--- src/rtl/hs_stream_gen_pkg.sv ---
// Shared types and constants for the stream generator and its checker.
// No logic; pure declarations.
// Not applicable: no flow control here.
package hs_gen_pkg;

    typedef enum logic [1:0] {
        IDLE = 2'd0,
        SEND = 2'd1,
        GAP  = 2'd2
    } state_t;

    localparam logic MODE_INC  = 1'b0;
    localparam logic MODE_LFSR = 1'b1;

    // Maximal-length Fibonacci taps: new bit = parity(cur & taps), shifted in at bit 0.
    localparam logic [7:0]  LFSR_TAPS_8  = 8'hB8;
    localparam logic [15:0] LFSR_TAPS_16 = 16'hD008;
    localparam logic [31:0] LFSR_TAPS_32 = 32'h8020_0003;
    localparam logic [63:0] LFSR_TAPS_64 = 64'hD800_0000_0000_0000;

    function automatic logic [63:0] lfsr_taps(input int width);
        logic [63:0] taps;
        case (width)
            8:       taps = 64'(LFSR_TAPS_8);
            16:      taps = 64'(LFSR_TAPS_16);
            32:      taps = 64'(LFSR_TAPS_32);
            64:      taps = LFSR_TAPS_64;
            default: taps = 64'(LFSR_TAPS_32);
        endcase
        return taps;
    endfunction

endpackage

--- src/rtl/hs_stream_gen_if.sv ---
// Command and downstream valid/ready bundle of the stream generator.
// Wires only; zero latency.
// Handshake semantics are owned by the endpoints.
interface hs_stream_gen_if #(
    parameter int WORD_WIDTH = 32,
    parameter int LEN_WIDTH  = 16,
    parameter int GAP_WIDTH  = 4
) ();
    logic                  cmd_valid;
    logic                  cmd_ready;
    logic [LEN_WIDTH-1:0]  cmd_len;
    logic [WORD_WIDTH-1:0] cmd_seed;
    logic                  cmd_mode;
    logic [GAP_WIDTH-1:0]  cmd_gap;

    logic                  down_valid;
    logic [WORD_WIDTH-1:0] down_data;
    logic                  down_last;
    logic                  down_ready;

    // Generator side.
    modport master (
        input  cmd_valid, cmd_len, cmd_seed, cmd_mode, cmd_gap, down_ready,
        output cmd_ready, down_valid, down_data, down_last
    );

    // Command producer / downstream consumer side.
    modport slave (
        output cmd_valid, cmd_len, cmd_seed, cmd_mode, cmd_gap, down_ready,
        input  cmd_ready, down_valid, down_data, down_last
    );
endinterface

--- src/rtl/hs_stream_gen_pattern.sv ---
// Next data word for the incrementing or LFSR pattern.
// Combinational, zero latency.
// No flow control; caller decides when to advance.
module hs_pattern_next
    import hs_gen_pkg::*;
#(
    parameter int W = 32
) (
    input  logic         mode,
    input  logic [W-1:0] cur,
    output logic [W-1:0] nxt
);
    localparam logic [W-1:0] TAPS = W'(lfsr_taps(W));

    always_comb begin
        if (mode == MODE_LFSR) begin
            nxt = {cur[W-2:0], ^(cur & TAPS)};
        end else begin
            nxt = cur + W'(1);
        end
    end
endmodule

--- src/rtl/hs_stream_gen.sv ---
// Command-driven packet source on a valid/ready link (inc or LFSR data, optional gaps).
// First word valid one cycle after command accept; done_pulse one cycle after last beat.
// Holds data/last/valid stable under down_ready low; refuses commands while busy.
module hs_stream_gen
    import hs_gen_pkg::*;
#(
    parameter int WORD_WIDTH = 32,
    parameter int LEN_WIDTH  = 16,
    parameter int GAP_WIDTH  = 4
) (
    input  logic           clk,
    input  logic           rst_n,
    hs_stream_gen_if.master bus,
    output logic           busy,
    output logic           done_pulse
);
    state_t                state_q, state_d;
    logic [LEN_WIDTH-1:0]  remaining_q, remaining_d;
    logic [WORD_WIDTH-1:0] cur_q, cur_d, cur_nxt, seed_fix;
    logic                  mode_q, mode_d;
    logic [GAP_WIDTH-1:0]  gap_q, gap_d, gap_cnt_q, gap_cnt_d;
    logic                  done_d, last_d;
    logic                  valid_q, last_q, busy_q, done_q;
    logic                  accept, beat;

    assign bus.cmd_ready  = (state_q == IDLE);
    assign bus.down_valid = valid_q;
    assign bus.down_last  = last_q;
    assign bus.down_data  = cur_q;
    assign busy           = busy_q;
    assign done_pulse     = done_q;

    assign accept = bus.cmd_valid && bus.cmd_ready;
    assign beat   = valid_q && bus.down_ready;

    // An all-zero LFSR state never leaves zero.
    assign seed_fix = (bus.cmd_mode == MODE_LFSR && bus.cmd_seed == '0)
                      ? WORD_WIDTH'(1) : bus.cmd_seed;

    hs_pattern_next #(.W(WORD_WIDTH)) u_next (
        .mode (mode_q),
        .cur  (cur_q),
        .nxt  (cur_nxt)
    );

    always_comb begin
        state_d     = state_q;
        remaining_d = remaining_q;
        cur_d       = cur_q;
        mode_d      = mode_q;
        gap_d       = gap_q;
        gap_cnt_d   = gap_cnt_q;
        done_d      = 1'b0;
        case (state_q)
            IDLE: begin
                if (accept) begin
                    remaining_d = bus.cmd_len;
                    cur_d       = seed_fix;
                    mode_d      = bus.cmd_mode;
                    gap_d       = bus.cmd_gap;
                    if (bus.cmd_len == '0) begin
                        done_d = 1'b1;
                    end else begin
                        state_d = SEND;
                    end
                end
            end
            SEND: begin
                if (beat) begin
                    remaining_d = remaining_q - LEN_WIDTH'(1);
                    cur_d       = cur_nxt;
                    if (remaining_q == LEN_WIDTH'(1)) begin
                        state_d = IDLE;
                        done_d  = 1'b1;
                    end else if (gap_q != '0) begin
                        state_d   = GAP;
                        gap_cnt_d = gap_q;
                    end
                end
            end
            GAP: begin
                gap_cnt_d = gap_cnt_q - GAP_WIDTH'(1);
                if (gap_cnt_q <= GAP_WIDTH'(1)) begin
                    state_d = SEND;
                end
            end
            default: state_d = IDLE;
        endcase
        last_d = (state_d == SEND) && (remaining_d == LEN_WIDTH'(1));
    end

    always_ff @(posedge clk) begin
        if (!rst_n) begin
            state_q     <= IDLE;
            remaining_q <= '0;
            cur_q       <= '0;
            mode_q      <= MODE_INC;
            gap_q       <= '0;
            gap_cnt_q   <= '0;
            valid_q     <= 1'b0;
            last_q      <= 1'b0;
            busy_q      <= 1'b0;
            done_q      <= 1'b0;
        end else begin
            state_q     <= state_d;
            remaining_q <= remaining_d;
            cur_q       <= cur_d;
            mode_q      <= mode_d;
            gap_q       <= gap_d;
            gap_cnt_q   <= gap_cnt_d;
            valid_q     <= (state_d == SEND);
            last_q      <= last_d;
            busy_q      <= (state_d != IDLE);
            done_q      <= done_d;
        end
    end
endmodule
--- src/flat_wrapper.sv ---
// flat-port wrapper written by rule: the top's interface ports become plain ports
module hs_stream_gen_flat import hs_gen_pkg::*;
#(
    parameter int WORD_WIDTH = 32,
    parameter int LEN_WIDTH  = 16,
    parameter int GAP_WIDTH  = 4
)
  (clk, rst_n, busy, done_pulse, bus_cmd_valid, bus_cmd_len, bus_cmd_seed, bus_cmd_mode, bus_cmd_gap, bus_down_ready, bus_cmd_ready, bus_down_valid, bus_down_data, bus_down_last);
  hs_stream_gen_if #(.WORD_WIDTH(WORD_WIDTH), .LEN_WIDTH(LEN_WIDTH), .GAP_WIDTH(GAP_WIDTH)) bus_i ();
  input  logic clk;
  input  logic rst_n;
  output logic busy;
  output logic done_pulse;
  input wire logic [$bits(bus_i.cmd_valid)-1:0] bus_cmd_valid;
  input wire logic [$bits(bus_i.cmd_len)-1:0] bus_cmd_len;
  input wire logic [$bits(bus_i.cmd_seed)-1:0] bus_cmd_seed;
  input wire logic [$bits(bus_i.cmd_mode)-1:0] bus_cmd_mode;
  input wire logic [$bits(bus_i.cmd_gap)-1:0] bus_cmd_gap;
  input wire logic [$bits(bus_i.down_ready)-1:0] bus_down_ready;
  output wire logic [$bits(bus_i.cmd_ready)-1:0] bus_cmd_ready;
  output wire logic [$bits(bus_i.down_valid)-1:0] bus_down_valid;
  output wire logic [$bits(bus_i.down_data)-1:0] bus_down_data;
  output wire logic [$bits(bus_i.down_last)-1:0] bus_down_last;
  assign bus_i.cmd_valid = bus_cmd_valid;
  assign bus_i.cmd_len = bus_cmd_len;
  assign bus_i.cmd_seed = bus_cmd_seed;
  assign bus_i.cmd_mode = bus_cmd_mode;
  assign bus_i.cmd_gap = bus_cmd_gap;
  assign bus_i.down_ready = bus_down_ready;
  assign bus_cmd_ready = bus_i.cmd_ready;
  assign bus_down_valid = bus_i.down_valid;
  assign bus_down_data = bus_i.down_data;
  assign bus_down_last = bus_i.down_last;
  hs_stream_gen #(.WORD_WIDTH(WORD_WIDTH), .LEN_WIDTH(LEN_WIDTH), .GAP_WIDTH(GAP_WIDTH)) u_core (.clk(clk), .rst_n(rst_n), .bus(bus_i), .busy(busy), .done_pulse(done_pulse));
endmodule
--- config.mk ---
export PLATFORM = sky130hd
export DESIGN_NAME = hs_stream_gen_flat
export DESIGN_NICKNAME = d
export VERILOG_FILES = /design/src/rtl/hs_stream_gen_pkg.sv /design/src/rtl/hs_stream_gen_if.sv /design/src/rtl/hs_stream_gen_pattern.sv /design/src/rtl/hs_stream_gen.sv /design/src/flat_wrapper.sv
export SDC_FILE = /design/constraint.sdc
export NUM_CORES = 1
export LEC_CHECK = 0
export BUFFER_PORTS_ARGS = -buffer_cell sky130_fd_sc_hd__buf_4
export CAP_MARGIN = 10
export CORE_UTILIZATION = 40
export CTS_CLUSTER_DIAMETER = 30
export CTS_CLUSTER_SIZE = 14
export DETAILED_ROUTE_END_ITERATION = 7
export GPL_TIMING_DRIVEN = 0
export PLACE_DENSITY = 0.64
export SYNTH_ARGS = -nofsm -noshare
export SYNTH_HDL_FRONTEND = slang
export SYNTH_SLANG_ARGS = --single-unit
--- constraint.sdc ---
create_clock -name clk -period 2.8 [get_ports clk]
set_input_delay 0.42 -clock clk [delete_from_list [all_inputs] [get_ports clk]]
set_output_delay 0.42 -clock clk [all_outputs]
set_load 0.05 [all_outputs]
# Word-level counts from Yosys, hierarchy flattened

Index checks and enable logic that the tools add are counted.

Add/sub/neg operators: 3
Magnitude comparators: 1
Equality and inequality tests: 9
Muxes and demuxes: 24
Reduce and logical (&&, ||, !) cells: 15

Operators by type and width:

| operator                                                       | count |
|---|---|
| 2-to-1 mux 32 bit                                              | 4 |
| case mux 32 bit (2 select lines)                               | 1 |
| adder 32 x 1 -> 32 bit, second input constant                  | 1 |
| == test 16 x 1 -> 1 bit, second input constant                 | 2 |
| logical NOT 32 bit                                             | 1 |
| 2-to-1 mux 16 bit                                              | 2 |
| case mux 16 bit (2 select lines)                               | 1 |
| XOR reduction 32 bit                                           | 1 |
| logical NOT 16 bit                                             | 1 |
| subtractor 16 x 1 -> 16 bit, second input constant             | 1 |
| 2-to-1 mux 2 bit                                               | 6 |
| 2-to-1 mux 4 bit                                               | 3 |
| case mux 4 bit (2 select lines)                                | 1 |
| case mux 2 bit (3 select lines)                                | 1 |
| nonzero test 2 bit                                             | 3 |
| == test 2 x 1 -> 1 bit, second input constant                  | 2 |
| less-or-equal comparator 4 x 1 -> 1 bit, second input constant | 1 |
| logical AND 1 bit                                              | 4 |
| 2-to-1 mux 1 bit                                               | 4 |
| inequality test 2 x 1 -> 1 bit, second input constant          | 2 |
| inequality test 2 bit, second input constant                   | 2 |
| AND reduction 4 bit                                            | 1 |
| nonzero test 4 bit                                             | 1 |
| subtractor 4 x 1 -> 4 bit, second input constant               | 1 |
| 5 further kinds                                                | 5 |

Register bits: 63
Bits of input ports: 57
Output and inout port bits: 37
Word-level logic and storage cells: 62

# Logic depth before layout (Yosys ltp)

Gate-level depths: netlist of run 1.

Depth in word-level cells: 7
Mapped depth: 9
Gate-level depth less buffers: 8

# Cells and area by module

From an unflattened synthesis of run 1, not the netlist that was laid out.

Cell total of the unflattened synthesis: 625
Area, all modules: 4519.3 um^2

Modules (own cells, without submodules):

| module          | times used | cells an instance | area each (um^2) | seq. area each (um^2) |
|---|---|---|---|---|
| hs_stream_gen   | 1          | 450               | 3485.8           | 1261.2 |
| hs_pattern_next | 1          | 175               | 1033.5           | 0.0 |

# Worst setup path after synthesis of run 1

OpenSTA, ideal clock, no wires.

Path kind: reg-to-reg
Start: register u_core.cur_q[13] (netlist: u_core.bus.down_data[13])
End: register u_core.cur_q[31] (netlist: u_core.bus.down_data[31])
Arrival time: 2.520 ns
Data required time: 2.726 ns
Setup slack: 0.206 ns
Stages on the path, launching flop included: 9
Clock period less this slack: 2.594 ns
Cell sequence: dfxtp_1 clkbuf_2 nand3_1 or4_4 buf_6 nor3_2 nand4_1 mux2_1 a31oi_1

Longest elaborated chain between the ends: 4

RTL lines:

| what                             | RTL line                    | RTL |
|---|---|---|
| start: declaration               | hs_stream_gen.sv:19         | `logic [WORD_WIDTH-1:0] cur_q, cur_d, cur_nxt, seed_fix;` |
| start signal: assignment         | hs_stream_gen.sv:107        | `cur_q <= cur_d;` |
| adder 32 x 1 -> 32 bit           | hs_stream_gen_pattern.sv:19 | `nxt = cur + W'(1);` |
| 2-to-1 mux 32 bit                | hs_stream_gen_pattern.sv:16 | `if (mode == MODE_LFSR) begin` |
| 2-to-1 mux 32 bit                | hs_stream_gen.sv:69         | `if (beat) begin` |
| case mux 32 bit (2 select lines) | hs_stream_gen.sv:54         | `case (state_q)` |

Every way passes these cells. The select of a mux whose other input is x is not followed.
A chain may end at the register's enable or synchronous reset.

# Worst setup path after layout of run 1

Start: register u_core.cur_q[8] (netlist: u_core.bus.down_data[8])
End: register u_core.cur_q[31] (netlist: u_core.bus.down_data[31])

Same word-level chain as after synthesis.

==> results of run 1 <==
## cell families after synthesis
family	count (synthesis)	share of synthesized area (%)
simple gates	257	31.0
compound gates	202	29.7
flops	63	28.7
buf+inv	62	5.61
mux	10	2.36
xor+xnor	6	1.20
fa+ha+maj	5	1.42
## what timing repair did
action                     in CTS  in global routing
gates resized for setup         0                  2
hold buffers                    0                  0
hold endpoints to repair        0                  0
setup endpoints to repair       0                 12
## how the worst max path moves through the flow
stage                     cells past startpoint                       end  slack, ns
after floorplan                               8  u_core.bus.down_data[31]       0.21
after global placement                        9  u_core.bus.down_data[26]       0.05
after detailed placement                      7   u_core.bus.down_data[5]       0.06
after CTS                                     9  u_core.bus.down_data[26]       0.02
after global routing                          9  u_core.bus.down_data[26]      0.006
final                                         7  u_core.bus.down_data[31]       0.15
## tightest hold or removal path, delay by kind of cell
family	cells	cell delay [ns]
AOI/OAI and AO/OA	1	0.05
and+or+nand+nor	1	0.05
buffers and inverters	1	0.11
## metrics by stage
stage               utilization (%)  setup WS (ns)  instance area [um2]
floorplan                         -          0.206                 4390
global placement               50.1         0.0529                 5260
detailed placement             50.1         0.0596                 5260
CTS                            52.2         0.0167                 5490
global route                   52.2        0.00646                 5490
finish                         52.2          0.150                 5490
## power groups by stage
stage	Clock, uW	Sequential, uW	Combinational, uW
2_1_floorplan	0	1300	542
3_3_place_gp	0	1140	1090
3_5_place_dp	0	1140	1090
4_1_cts	970	1120	1100
5_1_grt	1020	1150	1200
6_report	960	1130	1120
## final cells by class
| type | count | share of cell area [%] |
|---|---|---|
| Timing Repair Buffer | 93 | 12.7 |
| Clock buffer | 9 | 2.26 |
| Multi-Input combinational cell | 480 | 52.6 |
| Sequential cell | 63 | 23.0 |
| Tap cell | 136 | 3.10 |
| Buffer | 48 | 3.56 |
| Clock inverter | 7 | 1.87 |
| Inverter | 14 | 0.957 |
## registers in the layout, indices dropped and copies added (netlist names)
name,cells
u_core.bus.down_last,1
u_core.remaining_q,16
u_core.mode_q,1
u_core.bus.down_valid,1
u_core.bus.down_data,32
u_core.gap_q,4
u_core.done_pulse,1
u_core.state_q,2
u_core.gap_cnt_q,4
u_core.busy,1
## placed cells by master, fill, tap and decap left out, drive strengths merged, types with 9 or more instances in the layout
cell type and count:
dfxtp 63, nand2 67, clkbuf 47, buf 103, inv 17, nand3 21, a21oi 68, nor4 25
nor3 18, o21ai 38, a311oi 9, nand4 15, o211ai 12, nor2 52
## layer usage
| layer | vias up | GRT usage, % |
|---|---|---|
| li1 | 2505 | - |
| met1 | 2549 | 45.0 |
| met2 | 337 | 42.9 |
| met3 | 32 | 7.42 |
| met4 | 0 | 10.1 |
| met5 | - | 0 |
==> flow_summary.json, run 1 <==
{
  "switching_share_pct": 41.3,
  "synth_area_um2": 4390,
  "num_rows": 37,
  "path_class": "reg2reg",
  "met3_wirelength_um": 1860,
  "startpoint": "u_core.bus.down_data[8]",
  "cts_buffer_depth": 2,
  "cts_root_buf": "clkbuf_8",
  "drv_slew": 0,
  "insertion_delay_ns": 0.37,
  "intPower_uw": 1890,
  "synth_top_cell_area_share_pct": 28.7,
  "yosys_warnings": 0,
  "setup_violations": 0,
  "diodes": 0,
  "multi_input_area_um2": 2890,
  "r2r_cells": 7,
  "io_buffers": 93,
  "required_ns": 3.11,
  "total_power_uw": 3210,
  "fin_cells": 850,
  "via_count": 5423,
  "tightest_slew_ns": 0.882,
  "post-route-period-util_pct": 94.6,
  "coreArea_um2": 10500,
  "combPwrFrac_pct": 34.8,
  "async_reset_ff_share_pct": 0,
  "path_cells": "nand4_2 -> or4_4 -> buf_6 -> nor3_2 -> nand4_1 -> mux2_1 -> a31oi_1",
  "io_pins": 94,
  "die_x_um": 107,
  "synth_top_cell_by_area": "dfxtp_1",
  "ys_ff_latch": 63,
  "cpLargestDelayFamily": "simple AND/OR/NAND/NOR gates",
  "syn_nets": 667,
  "holdPathStages": 3,
  "wl_per_cell_um": 20.1,
  "synthTopCellsByCount": "68 x a21oi_1, 66 x nand2_1, 63 x dfxtp_1",
  "p_switching_uw": 1320,
  "relSlewSlack_pct": 40.4,
  "fin_crit_ns": 2.65,
  "crit_path_start_kind": "flip-flop",
  "post_cts_buffers": 0,
  "area_delta_synth_final_pct": 24.9,
  "groute.usage.overall_pct": 30.5,
  "cts_tree": "done",
  "seq_area_um2": 1260,
  "synth_ff_type": "dfxtp_1",
  "h-tree-depth": 3,
  "yosysMostFrequentCell": "a21oi_1",
  "antenna_found_initial": 0,
  "dp_hpwl_um": 12700,
  "fillers": 1058,
  "max_freq_mhz": 377,
  "seqPwrFrac_pct": 35.3,
  "design.die.area_um2": 11400,
  "status": "completed",
  "finalSetupTns_ns": 0,
  "drt-met1-wl_um": 7740,
  "dp_cells": 834,
  "worstReg2RegStart": "u_core.bus.down_data[8]",
  "drc": 0,
  "highest_layer": "met4",
  "power_density_nw_per_um2": 585,
  "drive_gt1_share_pct": 19.0,
  "clock_skew_ns": 0.0157,
  "clk_pin_slew_ns": 0.09,
  "synthTopCellsByArea": "dfxtp_1 29%, a21oi_1 7.7%, nand2_1 5.6%",
  "yosysUniqueCellTypes": 75,
  "die_h_um": 107,
  "rsz0062_at_grt": "false",
  "r2r_slack_ns": 0.15,
  "endpoint_kind": "flip-flop",
  "postSynthAreaPerCell_um2": 7.26,
  "r2r_end": "u_core.bus.down_data[31]",
  "first_pass_iters": 8,
  "cp.arrival_ns": 2.96,
  "synth_edf_count": 0,
  "gr-total-overflow": 0,
  "crit_path_max_fanout": 9,
  "clock_sink_count": 63,
  "place.gp.congestion": 0.954,
  "hold_viol": 0,
  "seq_area_frac_synth_pct": 28.7,
  "hold_path.class": "in2reg",
  "cellLeakagePower_uw": 0.00206,
  "grt_max_degree": 14,
  "initial_core_util_pct": 41.8,
  "routed-wl-met2_um": 7150,
  "vdd.ir_drop.worst_mv": 0.323,
  "clkPwrFrac_pct": 29.9,
  "cts_buffers": 9,
  "drt_iter0_markers": 628,
  "min_to": "u_core.gap_q[3]",
  "drt_wl_total_um": 17100,
  "crit_buf_inv": 1,
  "cpPeakStageDelay_ns": 0.57,
  "syn_inst": 605,
  "grt_pass1_wl_um": 26500,
  "ant_nets": 0,
  "viasPerCell": 6.38,
  "fin_nets": 771,
  "cp_slowest_cell": "or4_4",
  "grt_pass1_vias": 4747,
  "hold_ws_ns": 0.301,
  "maxCapViolations": 0,
  "hold_path.startpoint": "bus_cmd_gap[3]"
}
(Power assumes the default switching activity.)
==> run 2, diff against run 1 <==
CORE_UTILIZATION = 56   (was 40)
PLACE_DENSITY = 0.84   (was 0.64)
==> run 2 against run 1 <==
  * Clock power fell by 20%
  * Clock skew shrank 0.00090 ns
  * Register-to-register slack worse by 0.06 ns
  * Combinational power about the same
  * Wire length shrank 3.5%
  * Die area shrank 28%
  * The run now ends with design-rule violations left
  * Total power down 5.9%
  * First-iteration DRC count up 30%
  * Global-route usage up 9.2 points
  * Clock-buffer cell count is the same
==> flow_summary.json, run 2 (synthesized netlist as in run 1, its figures left out) <==
{
  "seqPwrFrac_pct": 37.4,
  "num_rows": 31,
  "clock_sink_count": 63,
  "clkPwrFrac_pct": 25.4,
  "r2r_slack_ns": 0.09,
  "drive_gt1_share_pct": 19.2,
  "crit_buf_inv": 1,
  "fin_cells": 813,
  "cpPeakStageDelay_ns": 0.49,
  "largest_reg_flops": 32,
  "drt_iter0_markers": 818,
  "dp_hpwl_um": 12200,
  "r2r_cells": 7,
  "io_buffers": 93,
  "hold_ws_ns": 0.296,
  "crit_path_frequent_cell": "nand4_1",
  "cts_tree": "done",
  "path_cells": "nand4_1 -> or2_2 -> clkbuf_1 -> nor3_2 -> nand4_1 -> mux2_1 -> a31oi_1",
  "design.die.area_um2": 8200,
  "cts_root_buf": "clkbuf_8",
  "max_freq_mhz": 369,
  "vdd.ir_drop.worst_mv": 0.542,
  "p_switching_uw": 1320,
  "insertion_delay_ns": 0.37,
  "tightest_slew_ns": 1.03,
  "dp_cells": 797,
  "combPwrFrac_pct": 37.2,
  "wl_per_cell_um": 20.3,
  "groute.usage.overall_pct": 39.7,
  "path_class": "reg2reg",
  "worstReg2RegStart": "u_core.bus.down_data[0]",
  "via_count": 5562,
  "relSlewSlack_pct": 30.2,
  "cellLeakagePower_uw": 0.00203,
  "first_pass_iters": 8,
  "antenna_found_initial": 0,
  "r2r_end": "u_core.bus.down_data[31]",
  "area_delta_synth_final_pct": 22.9,
  "place.gp.congestion": 1.02,
  "cts.hold.buffers_added": 0,
  "h-tree-depth": 3,
  "initial_core_util_pct": 59.3,
  "hold_path.class": "in2reg",
  "drt_wl_total_um": 16500,
  "hold_path.startpoint": "bus_cmd_gap[2]",
  "layout_commonest_cell": "buf_4",
  "hold_viol": 0,
  "gr-total-overflow": 0,
  "ant_nets": 0,
  "fin_crit_ns": 2.71,
  "clk_pin_slew_ns": 0.09,
  "rsz0062_at_grt": "false",
  "cts_buffer_depth": 2,
  "clock_skew_ns": 0.0148,
  "drv_slew": 0,
  "crit_path_max_fanout": 7,
  "io_pins": 94,
  "required_ns": 3.09,
  "finalSetupTns_ns": 0,
  "coreArea_um2": 7410,
  "holdPathStages": 3,
  "status": "finished, violations left",
  "fillers": 621,
  "mostFrequentLayoutCells": "93 x buf_4, 68 x a21oi_1, 66 x nand2_1, 63 x dfxtp_1, 52 x nor2_1",
  "grt_max_degree": 14,
  "drc": 2,
  "dpl_cell_area_um2": 5220,
  "cp.arrival_ns": 3.00,
  "die_h_um": 90.6,
  "diodes": 0,
  "min_to": "u_core.gap_q[2]",
  "switching_share_pct": 43.6,
  "design_area_um2": 5400,
  "grt_pass1_vias": 4964,
  "cp_slowest_cell": "dfxtp_1",
  "intPower_uw": 1700,
  "die_x_um": 90.6,
  "viasPerCell": 6.84,
  "post-route-period-util_pct": 96.8,
  "power_density_nw_per_um2": 559,
  "maxCapViolations": 0,
  "endpoint_kind": "flip-flop",
  "cts_buffers": 9,
  "fin_nets": 771,
  "crit_path_start_kind": "flip-flop",
  "cpLargestDelayFamily": "simple AND/OR/NAND/NOR gates",
  "path_depth": 7,
  "grt_pass1_wl_um": 25600,
  "violations": "design-rule violations",
  "setup_violations": 0
}
## run 2: cell types whose count changed in the layout (fill, tap and decap cells not counted)
cell        previous run  this run
inv_6                  4         2
clkinv_4               0         2
clkbuf_1              36        35
clkbuf_2               2         3
bufinv_16              2         0
clkinvlp_4             1         3
## run 2: worst max path at each step
stage | slack, ns | end | startpoint
floorplan | 0.21 | u_core.bus.down_data[31] | u_core.bus.down_data[13]
global placement | 0.16 | u_core.bus.down_data[26] | u_core.state_q[0]
detailed placement | 0.12 | u_core.bus.down_data[26] | u_core.state_q[0]
CTS | 0.09 | u_core.bus.down_data[26] | u_core.state_q[0]
global route | 0.06 | u_core.bus.down_data[31] | u_core.bus.down_data[0]
finish | 0.09 | u_core.bus.down_data[31] | u_core.bus.down_data[0]
## run 2: metrics by stage
step           total power, uW  setup slack [ns]  util, %
2_1_floorplan             1850             0.206        -
3_3_place_gp              2210             0.164     70.4
3_5_place_dp              2230             0.123     70.4
5_1_grt                   3130            0.0602     72.9
6_report                  3020            0.0895     72.9
4_1_cts                   2970            0.0879     72.9
## run 2: worst reg2reg max path, delay by kind of cell (launching register included)
family,cells,cell delay [ns]
buffers and inverters,1,0.26
flip-flops,1,0.49
AND/OR/NAND/NOR,4,1.34
multiplexers,1,0.35
AO/OA/AOI/OAI,1,0.18
## run 2: routing by layer
| metal | GRT usage (%) | routed length [um] | part of all wire [%] |
|---|---|---|---|
| met1 | 57.8 | 6860 | 42 |
| met2 | 57.5 | 6880 | 42 |
| met3 | 9.09 | 2410 | 15 |
| met4 | 12.6 | 323 | 2.0 |
| met5 | 0 | 0 | 0 |
## run 2: layout make-up
type                       instances  area (um2)  area share [%]
inverter                          14        52.6           0.973
timing repair buffer              93         698            12.9
sequential                        63        1260            23.4
clock inverter                     7        57.6            1.07
tap                               99         124            2.29
buffer                            48         196            3.64
clock buffer                       9         124            2.29
multi-input combinational        480        2890            53.5
## run 2: power by group through the flow
stage | Sequential (uW) | Clock [uW] | Combinational, uW
global placement | 1140 | 0 | 1070
CTS | 1120 | 758 | 1090
finish | 1130 | 767 | 1120
floorplan | 1300 | 0 | 542
detailed placement | 1140 | 0 | 1090
global route | 1140 | 800 | 1190
## run 2: timing repair
action / in CTS / in global routing
gates resized for setup: 0 / 4
endpoints found under the setup margin: 0 / 9
buffers inserted: 0 / 0
